<file path="src/rtl/dense_layer_scheduler.sv">
// Frame scheduler for a fixed-latency dense layer: accepts input vectors, tracks
// in-flight frames with a token pipe, and lands results in a credit-protected FIFO.
module dense_layer_scheduler #(
  parameter int WIDTH       = 17,
  parameter int INPUT_SIZE  = 32,
  parameter int OUTPUT_SIZE = 1,
  parameter int LATENCY     = 8,
  parameter int FIFO_DEPTH  = 4
) (
  input  logic                                   clk,
  input  logic                                   reset,
  input  logic                                   enable,
  input  logic                                   in_valid,
  output logic                                   in_ready,
  input  logic [0:INPUT_SIZE-1][WIDTH-1:0]       in_data,
  output logic [0:INPUT_SIZE-1][WIDTH-1:0]       layer_in,
  input  logic [0:OUTPUT_SIZE-1][WIDTH-1:0]      layer_out,
  output logic                                   out_valid,
  input  logic                                   out_ready,
  output logic [0:OUTPUT_SIZE-1][WIDTH-1:0]      out_data,
  output logic                                   busy,
  output logic [$clog2(LATENCY+1)-1:0]           inflight
);

  localparam int CNT_W  = $clog2(LATENCY + 1);
  localparam int PTR_W  = $clog2(FIFO_DEPTH);
  localparam int FCNT_W = $clog2(FIFO_DEPTH + 1);

  typedef logic [0:OUTPUT_SIZE-1][WIDTH-1:0] res_t;

  typedef enum logic [1:0] {
    IDLE  = 2'd0,
    RUN   = 2'd1,
    DRAIN = 2'd2
  } state_t;

  state_t              state_q, state_d;
  logic [LATENCY-1:0]  tok_q, tok_d;
  logic [CNT_W-1:0]    inflight_q, inflight_d;
  logic [PTR_W-1:0]    wr_ptr_q, wr_ptr_d;
  logic [PTR_W-1:0]    rd_ptr_q, rd_ptr_d;
  logic [FCNT_W-1:0]   fifo_cnt_q, fifo_cnt_d;
  res_t                mem_q [FIFO_DEPTH];

  logic fifo_empty;
  logic accept;
  logic push;
  logic pop;
  int   credit;

  // Credits count both queued results and frames still in the pipe, so every
  // launched frame already owns a FIFO slot by the time it lands.
  assign credit     = FIFO_DEPTH - int'(fifo_cnt_q) - int'(inflight_q);
  assign fifo_empty = (fifo_cnt_q == '0);

  assign in_ready  = (state_q == RUN) && (credit > 0);
  assign accept    = in_valid && in_ready;
  assign push      = tok_q[LATENCY-1];
  assign out_valid = !fifo_empty;
  assign pop       = out_valid && out_ready;
  assign out_data  = mem_q[rd_ptr_q];
  assign busy      = (inflight_q != '0) || !fifo_empty;
  assign inflight  = inflight_q;

  // NOTE: every variable gets a default before the case/if logic so no
  // path leaves it unassigned, which would otherwise infer a latch.
  always_comb begin
    state_d = state_q;
    unique case (state_q)
      IDLE:    if (enable) state_d = RUN;
      RUN:     if (!enable) state_d = DRAIN;
      DRAIN:   if ((inflight_q == '0) && fifo_empty) state_d = enable ? RUN : IDLE;
      default: state_d = IDLE;
    endcase
  end

  always_comb begin
    // Stage 1 is filled by the accept; the token leaving stage LATENCY is the push.
    tok_d      = LATENCY'({tok_q, accept});
    inflight_d = inflight_q;
    fifo_cnt_d = fifo_cnt_q;
    wr_ptr_d   = wr_ptr_q;
    rd_ptr_d   = rd_ptr_q;

    if (accept && !push)      inflight_d = inflight_q + CNT_W'(1);
    else if (!accept && push) inflight_d = inflight_q - CNT_W'(1);

    if (push && !pop)      fifo_cnt_d = fifo_cnt_q + FCNT_W'(1);
    else if (!push && pop) fifo_cnt_d = fifo_cnt_q - FCNT_W'(1);

    // Power-of-two depth: pointers wrap naturally at PTR_W bits.
    if (push) wr_ptr_d = wr_ptr_q + PTR_W'(1);
    if (pop)  rd_ptr_d = rd_ptr_q + PTR_W'(1);
  end

  // NOTE: sequential state uses non-blocking assignments so every register
  // samples the pre-edge value of its neighbours regardless of process order.
  always_ff @(posedge clk or negedge reset) begin
    if (!reset) begin
      state_q    <= IDLE;
      tok_q      <= '0;
      inflight_q <= '0;
      fifo_cnt_q <= '0;
      wr_ptr_q   <= '0;
      rd_ptr_q   <= '0;
    end else begin
      state_q    <= state_d;
      tok_q      <= tok_d;
      inflight_q <= inflight_d;
      fifo_cnt_q <= fifo_cnt_d;
      wr_ptr_q   <= wr_ptr_d;
      rd_ptr_q   <= rd_ptr_d;
    end
  end

  always_ff @(posedge clk or negedge reset) begin
    if (!reset) begin
      layer_in <= '0;
    end else if (accept) begin
      layer_in <= in_data;
    end
  end

  // NOTE: the result store is reset because out_data reads it directly and
  // must show zero after reset; it is only a handful of entries.
  always_ff @(posedge clk or negedge reset) begin
    if (!reset) begin
      for (int i = 0; i < FIFO_DEPTH; i++) mem_q[i] <= '0;
    end else if (push) begin
      mem_q[wr_ptr_q] <= layer_out;
    end
  end

endmodule

</file>
<file path="config.mk">
export PLATFORM = sky130hd
export DESIGN_NAME = dense_layer_scheduler
export DESIGN_NICKNAME = d
export VERILOG_FILES = /design/src/rtl/dense_layer_scheduler.sv
export SDC_FILE = /design/constraint.sdc
export NUM_CORES = 1
export LEC_CHECK = 0
export ABC_AREA = 0
export CAP_MARGIN = 20
export CORE_AREA = 2 2 438 440
export DETAILED_ROUTE_END_ITERATION = 6
export DIE_AREA = 0 0 440 442
export HOLD_SLACK_MARGIN = 0.15
export MAX_ROUTING_LAYER = met4
export PLACE_DENSITY = 0.32
export REMOVE_ABC_BUFFERS = 1
export SLEW_MARGIN = 10
export SYNTH_ARGS = -nofsm -noshare
export SYNTH_HDL_FRONTEND = slang
export SYNTH_SLANG_ARGS = --single-unit
</file>
<file path="constraint.sdc">
create_clock -name clk -period 3.5 [get_ports clk]
set_input_delay 0.7 -clock clk [delete_from_list [all_inputs] [get_ports clk]]
set_output_delay 0.7 -clock clk [all_outputs]
set_load 0.03 [all_outputs]
</file>
==> results of run 1 <==
==> cell families after synthesis <==
kind of cell / Yosys count / share of synthesized area
XOR/XNOR: 11 / 0.00400
AO/OA/AOI/OAI: 14 / 0.00374
multiplexers: 631 / 0.303
buffers and inverters: 85 / 0.0171
flip-flops: 633 / 0.658
adder cells (fa/ha/maj): 18 / 0.0103
AND/OR/NAND/NOR: 19 / 0.00395
==> flip-flops by register name, summed over array words and instances (netlist names) <==
signal and cells:
layer_in 544, mem_q 68, tok_q 8, inflight 4
fifo_cnt_q 3, rd_ptr_q 2, state_q 2, wr_ptr_q 2
==> layout make-up <==
cell class                 instances  share of cell area
clock inverter                    25             0.00615
antenna                           22             0.00131
tap                             2511              0.0749
clock buffer                     137              0.0632
sequential                       633               0.378
inverter                          16             0.00143
timing repair buffer            1187               0.286
multi-input combinational        693               0.189
==> critical path, delay by kind of cell, from the launching register on <==
kind,cells,cell delay [ns]
and+or+nand+nor,2,0.18
DFF,1,0.37
buffers and inverters,4,0.38
adders and majority gates,3,0.71
AOI/OAI and AO/OA,2,0.37
==> metrics by stage <==
step                cell area [sq um]  TNS (ns)  instances  setup slack, ns  power [mW]
floorplan                       23700         -       1342           -22.18        23.7
global placement                38900         0       5037            0.114        34.2
detailed placement              38900         0       5037            0.144        34.3
CTS                             41800   -0.0771       5201          -0.0771        44.0
global route                    41900   -0.0929       5217          -0.0929        45.4
finish                          41900         0       5224           0.0747        43.2
==> per-layer routing <==
metal  wire (um)  share of wire  vias up
li1            -              -     7500
met1       48600           0.38     8922
met2       66200           0.51      637
met3       10900          0.085      193
met4        3170          0.025        0
met5           0              0        -
==> worst paths after layout <==
check	end	slack, ns	cells after the start
min in group asynchronous	layer_in[436]	0.55	2
worst min register to register	tok_q[6]	0.34	0
worst max register to register	inflight[3]	0.25	17
worst min-delay path	tok_q[6]	0.34	0
max in group asynchronous	layer_in[358]	1.93	3
worst max-delay path	in_ready	0.07	11
==> power groups by stage <==
stage,registers (mW),logic (mW),clock network [mW]
6_report,12.9,21.2,9.09
5_1_grt,13.4,22.2,9.85
4_1_cts,13.0,21.5,9.55
3_5_place_dp,13.0,21.3,0
3_3_place_gp,12.9,21.3,0
2_1_floorplan,18.4,5.22,0
==> placed cells by master (no fill, tap or decap), drive strengths merged, types with 9 or more instances in the layout <==
master | synthesis | routed
clkinv | 0 | 17
clkdlybuf4s50 | 0 | 1131
buf | 62 | 55
dfrtp | 633 | 633
nand2 | 9 | 9
inv | 16 | 20
clkbuf | 7 | 137
ha | 15 | 15
mux2 | 614 | 614
diode | 0 | 22
mux4 | 17 | 17
==> repair_timing <==
action	in CTS	in global routing
pin swaps	0	7
hold endpoints to repair	41	0
buffers inserted	1	1
gates resized for setup	8	11
cloned	0	0
hold buffers	1	0
endpoints found under the setup margin	11	2
==> reports/qor.yml, run 1 <==
rsz0062_at_grt: "true"
wl_per_cell_um: 24.7
status: "complete, no violations"
avgViaCountPerCell: 3.30
max_stage_delay_ns: 0.37
netlist_area_sq_mm: 0.0241
clock.fmax_ghz: 0.292
yosysTopAreaCell: "dfrtp_1"
ys_warn_count: 0
power.clock.fraction: 0.210
drive_above_1_share: 0.293
port_buffers: 1133
async_flop_share: 1.00
p_switching_mw: 17.6
syn_to_final_growth_pct: 74.2
syn_area_per_cell_sq_um: 17.1
p_leak_nw: 16.9
ys_types: 26
use_met3: 0.0501
num_rows: 160
min_period_over_period: 0.979
fin_nets: 3204
drtIter0Drc: 661
p_sw_frac: 0.408
syn_inst: 1411
netlist_top_cells_area: "dfrtp_1 (66%), mux2_2 (26%), mux2_1 (2.3%), mux4_2 (1.6%), buf_2 (1.2%)"
rr_startpoint: "fifo_cnt_q[0]"
drtPass1Iterations: 4
slew_violations: 0
dieHeight_um: 442
grt_overflow: 0
yosys.area.top_type_share: 0.658
power_frac_seq: 0.299
cts_root_buffer: "clkbuf_16"
ys.flop_type: "dfrtp_1"
cts_tree: "yes"
fillCellCount: 19900
cp.arrival_ns: 2.73
die_area_sq_mm: 0.194
gp_congestion: 0.834
io_pins: 1134
clock_sinks: 633
critPathMostFrequentCell: "ha_4"
critical_path_class: "reg -> out"
core_area_sq_mm: 0.190
endpoint_kind: "output pin"
crit_chain: "inv_2, ha_4, ha_4, inv_2, ha_4, nand3b_1, a21o_1, a21oi_2, buf_4, nor2_4, buf_12"
min_period_ns: 3.43
cts_buffer_depth: 3
multi_input_area_sq_mm: 0.00792
initial_utilization: 0.127
critPathMaxFanout: 4
chipWidth_um: 440
finalCoreUtilization: 0.221
pwr_density_cell_mw_per_mm2: 1030
hold_ws_ns: 0.343
power.internal_mw: 25.6
cap_violations: 0
synth_most_common_cell: "dfrtp_1"
track_usage: 0.134
dp_hpwl_um: 105000
ys_seq_elements: 633
tightest_slew_ns: 0.810
hp-start: "tok_q[5]"
ys_seq_area_frac: 0.658
ctsHtreeMaxLevel: 3
clk_pin_slew_worst_paths_ns: 0.06
grt_pass1_wl_um: 173000
startpoint: "fifo_cnt_q[0]"
hold_path.class: "reg -> reg"
peakVddDrop_mv: 0.518
gr-usage-met1: 0.144
worstPathRequired_ns: 2.80
finClkSkew_ns: 0.0280
start_kind: "flip-flop"
grt_antenna_before_repair: 68
vias: 17300
cts_made_buffers: 89
synth_top_cells_by_count: "dfrtp_1 (633), mux2_2 (565), buf_2 (56), mux2_1 (49), mux4_2 (17)"
setup_viol: 0
regArea_sq_mm: 0.0158
grt_max_degree: 82
relSlewSlack: 0.458
crit_slowest_cell: "dfrtp_1"
combPwrFrac: 0.491
top_usage_layer: "met2"
hold_violations: 0
drtAntennaViolNets: 0
wirelength_um: 129000
worstSkewPairLatency_ns: 0.70
gr-usage-met2: 0.227
grt_pass1_vias: 19100
synth-edff-count: 0
drcViolationCount: 0
Power figures use the tool's default switching activity.
==> run 2: changes to the inputs <==
--- a/config.mk
+++ b/config.mk
@@ -7,12 +7,14 @@
 export LEC_CHECK = 0
 export ABC_AREA = 0
 export CAP_MARGIN = 20
-export CORE_AREA = 2 2 438 440
+export CELL_PAD_IN_SITES_DETAIL_PLACEMENT = 1
+export CELL_PAD_IN_SITES_GLOBAL_PLACEMENT = 1
+export CORE_AREA = 2 2 439 441
 export DETAILED_ROUTE_END_ITERATION = 6
-export DIE_AREA = 0 0 440 442
+export DIE_AREA = 0 0 441 443
 export HOLD_SLACK_MARGIN = 0.15
 export MAX_ROUTING_LAYER = met4
-export PLACE_DENSITY = 0.32
+export PLACE_DENSITY = 0.38
 export REMOVE_ABC_BUFFERS = 1
 export SLEW_MARGIN = 10
 export SYNTH_ARGS = -nofsm -noshare
==> reports/qor.yml, run 2 (synthesis gave the netlist of run 1 again) <==
status: "complete, no violations"
wirelength_um: 134000  # +4.1%
dieHeight_um: 443  # +0.23%
pwr_density_cell_mw_per_mm2: 1030  # +0.22%
grt_max_degree: 75  # -8.5%
track_usage: 0.139  # +0.00578
clock.fmax_ghz: 0.298  # +2.2%
chipWidth_um: 441  # +0.23%
top_usage_layer: "met2"
io_pins: 1134  # unchanged
p_leak_nw: 17.0  # +0.55%
cap_violations: 0  # unchanged
critical_path_class: "reg -> out"
grt_pass1_vias: 19000  # -0.60%
drtIter0Drc: 546  # -17%
avgViaCountPerCell: 3.30  # -0.15%
final_cell_mix: "clkdlybuf4s50_1 (1,127), dfrtp_1 (633), mux2_2 (565)"
port_buffers: 1133  # unchanged
cts_root_buffer: "clkbuf_16"
hold_violations: 0  # unchanged
min_period_over_period: 0.958  # -0.0208
min_period_ns: 3.35  # -0.0730 ns
regMostFlops: "layer_in"
tightest_slew_ns: 0.768  # -0.0428 ns
gp_congestion: 0.825  # -1.1%
hold_path.class: "reg -> reg"
gr-usage-met1: 0.161  # +0.0169
fin_total_pwr_mw: 43.5  # +0.71%
die_area_sq_mm: 0.195  # +0.45%
grt_antenna_before_repair: 57  # -16%
hold_ws_ns: 0.342  # -0.000999 ns
worstPathRequired_ns: 2.80  # about the same
finalCoreUtilization: 0.220  # -0.000764
ctsHtreeMaxLevel: 3  # unchanged
setup_viol: 0  # unchanged
top_regs: "layer_in (544), mem_q (68), tok_q (8)"
setup_tns_ns: 0  # unchanged
vias: 17300  # +0.35%
grt_overflow: 0  # unchanged
wl_per_cell_um: 25.6  # +3.6%
drtPass1Iterations: 4  # unchanged
grt_pass1_wl_um: 179000  # +3.7%
start_kind: "flip-flop"
fin_nets: 3222  # +0.56%
initial_utilization: 0.126  # -0.00105
combPwrFrac: 0.490  # about the same
p_sw_frac: 0.409  # +0.00116
power.clock.fraction: 0.214  # +0.004
cts_buffer_depth: 3  # unchanged
dp_hpwl_um: 108000  # +3.4%
critPathMaxFanout: 4  # unchanged
worstSkewPairLatency_ns: 0.72  # +0.02 ns
finClkSkew_ns: 0.0278  # -0.000119 ns
core_area_sq_mm: 0.191  # +0.84%
relSlewSlack: 0.487  # +0.0287
drtAntennaViolNets: 0  # unchanged
power_frac_seq: 0.295  # -0.004
syn_to_final_growth_pct: 75.1
power.internal_mw: 25.7  # +0.51%
cts_made_buffers: 91  # +2.2%
worst_slack_ns: 0.148  # +0.0730 ns
num_rows: 161  # +0.63%
p_switching_mw: 17.8  # +1.0%
use_met3: 0.0443  # -0.00580
largest_reg_flops: 544  # unchanged
gr-usage-met2: 0.233  # +0.00659
drcViolationCount: 0  # unchanged
cp.arrival_ns: 2.65  # -0.08 ns
final_common_cell: "clkdlybuf4s50_1"
peakVddDrop_mv: 0.374  # -28%
place_ws_ns: 0.0847  # -0.0596 ns
endpoint_kind: "output pin"
clock_sinks: 633  # unchanged
cts_tree: "yes"
clk_pin_slew_worst_paths_ns: 0.06  # about the same
slew_violations: 0  # unchanged
drive_above_1_share: 0.294  # +0.000657
==> run 2: critical path, stage by stage, from the launching register on <==
cell and delay [ns]:
dfrtp_1 0.37, inv_2 0.06, ha_4 0.16, ha_4 0.25, inv_2 0.03, ha_4 0.28
nand3b_1 0.15, a21boi_2 0.18, o2111ai_2 0.14, nor2_2 0.18, buf_6 0.16
==> run 2: repair_timing <==
item	4_1_cts	5_1_grt
setup endpoints to repair	13	64
hold buffers	1	0
endpoints found under the hold margin	36	0
cloned	0	2
gates resized for setup	23	5
buffers inserted	2	3
pin swaps	7	9
==> run 2: cell type report <==
class	instances	area, sq um
clock inverter	15	259
fill	21000	149000
clock buffer	142	2670
timing repair buffer	1203	12200
sequential	633	15800
multi-input combinational	693	7910
tap	2526	3160
inverter	16	60.1
antenna	22	55.1
==> run 2: worst paths after layout <==
check / from / to / slack, ns / cells past startpoint
max reg2reg: fifo_cnt_q[0] / inflight[3] / 0.16 / 18
max: fifo_cnt_q[0] / in_ready / 0.15 / 10
max in group asynchronous: reset / layer_in[480] / 1.90 / 3
min: tok_q[5] / tok_q[6] / 0.34 / 0
min in group asynchronous: reset / layer_in[229] / 0.62 / 2
min reg2reg: tok_q[5] / tok_q[6] / 0.34 / 0
==> run 2: layer usage <==
layer,part of all wire,vias to the layer above
li1,-,7533
met3,0.076,185
met4,0.019,0
met2,0.50,590
met1,0.40,9004
met5,0,-
==> run 2: stage by stage <==
stage,instance area [sq um],instances
finish,42100,5250
global placement,39000,5063
CTS,42000,5223
detailed placement,39000,5063
floorplan,23700,1342
global route,42100,5235
==> run 2: power groups by stage <==
| stage | Combinational (mW) | Sequential [mW] | Clock (mW) |
|---|---|---|---|
| 4_1_cts | 21.8 | 12.9 | 9.79 |
| 3_5_place_dp | 21.5 | 13.0 | 0 |
| 5_1_grt | 22.4 | 13.4 | 10.0 |
| 6_report | 21.3 | 12.9 | 9.32 |
| 2_1_floorplan | 5.22 | 18.4 | 0 |
| 3_3_place_gp | 21.6 | 12.9 | 0 |
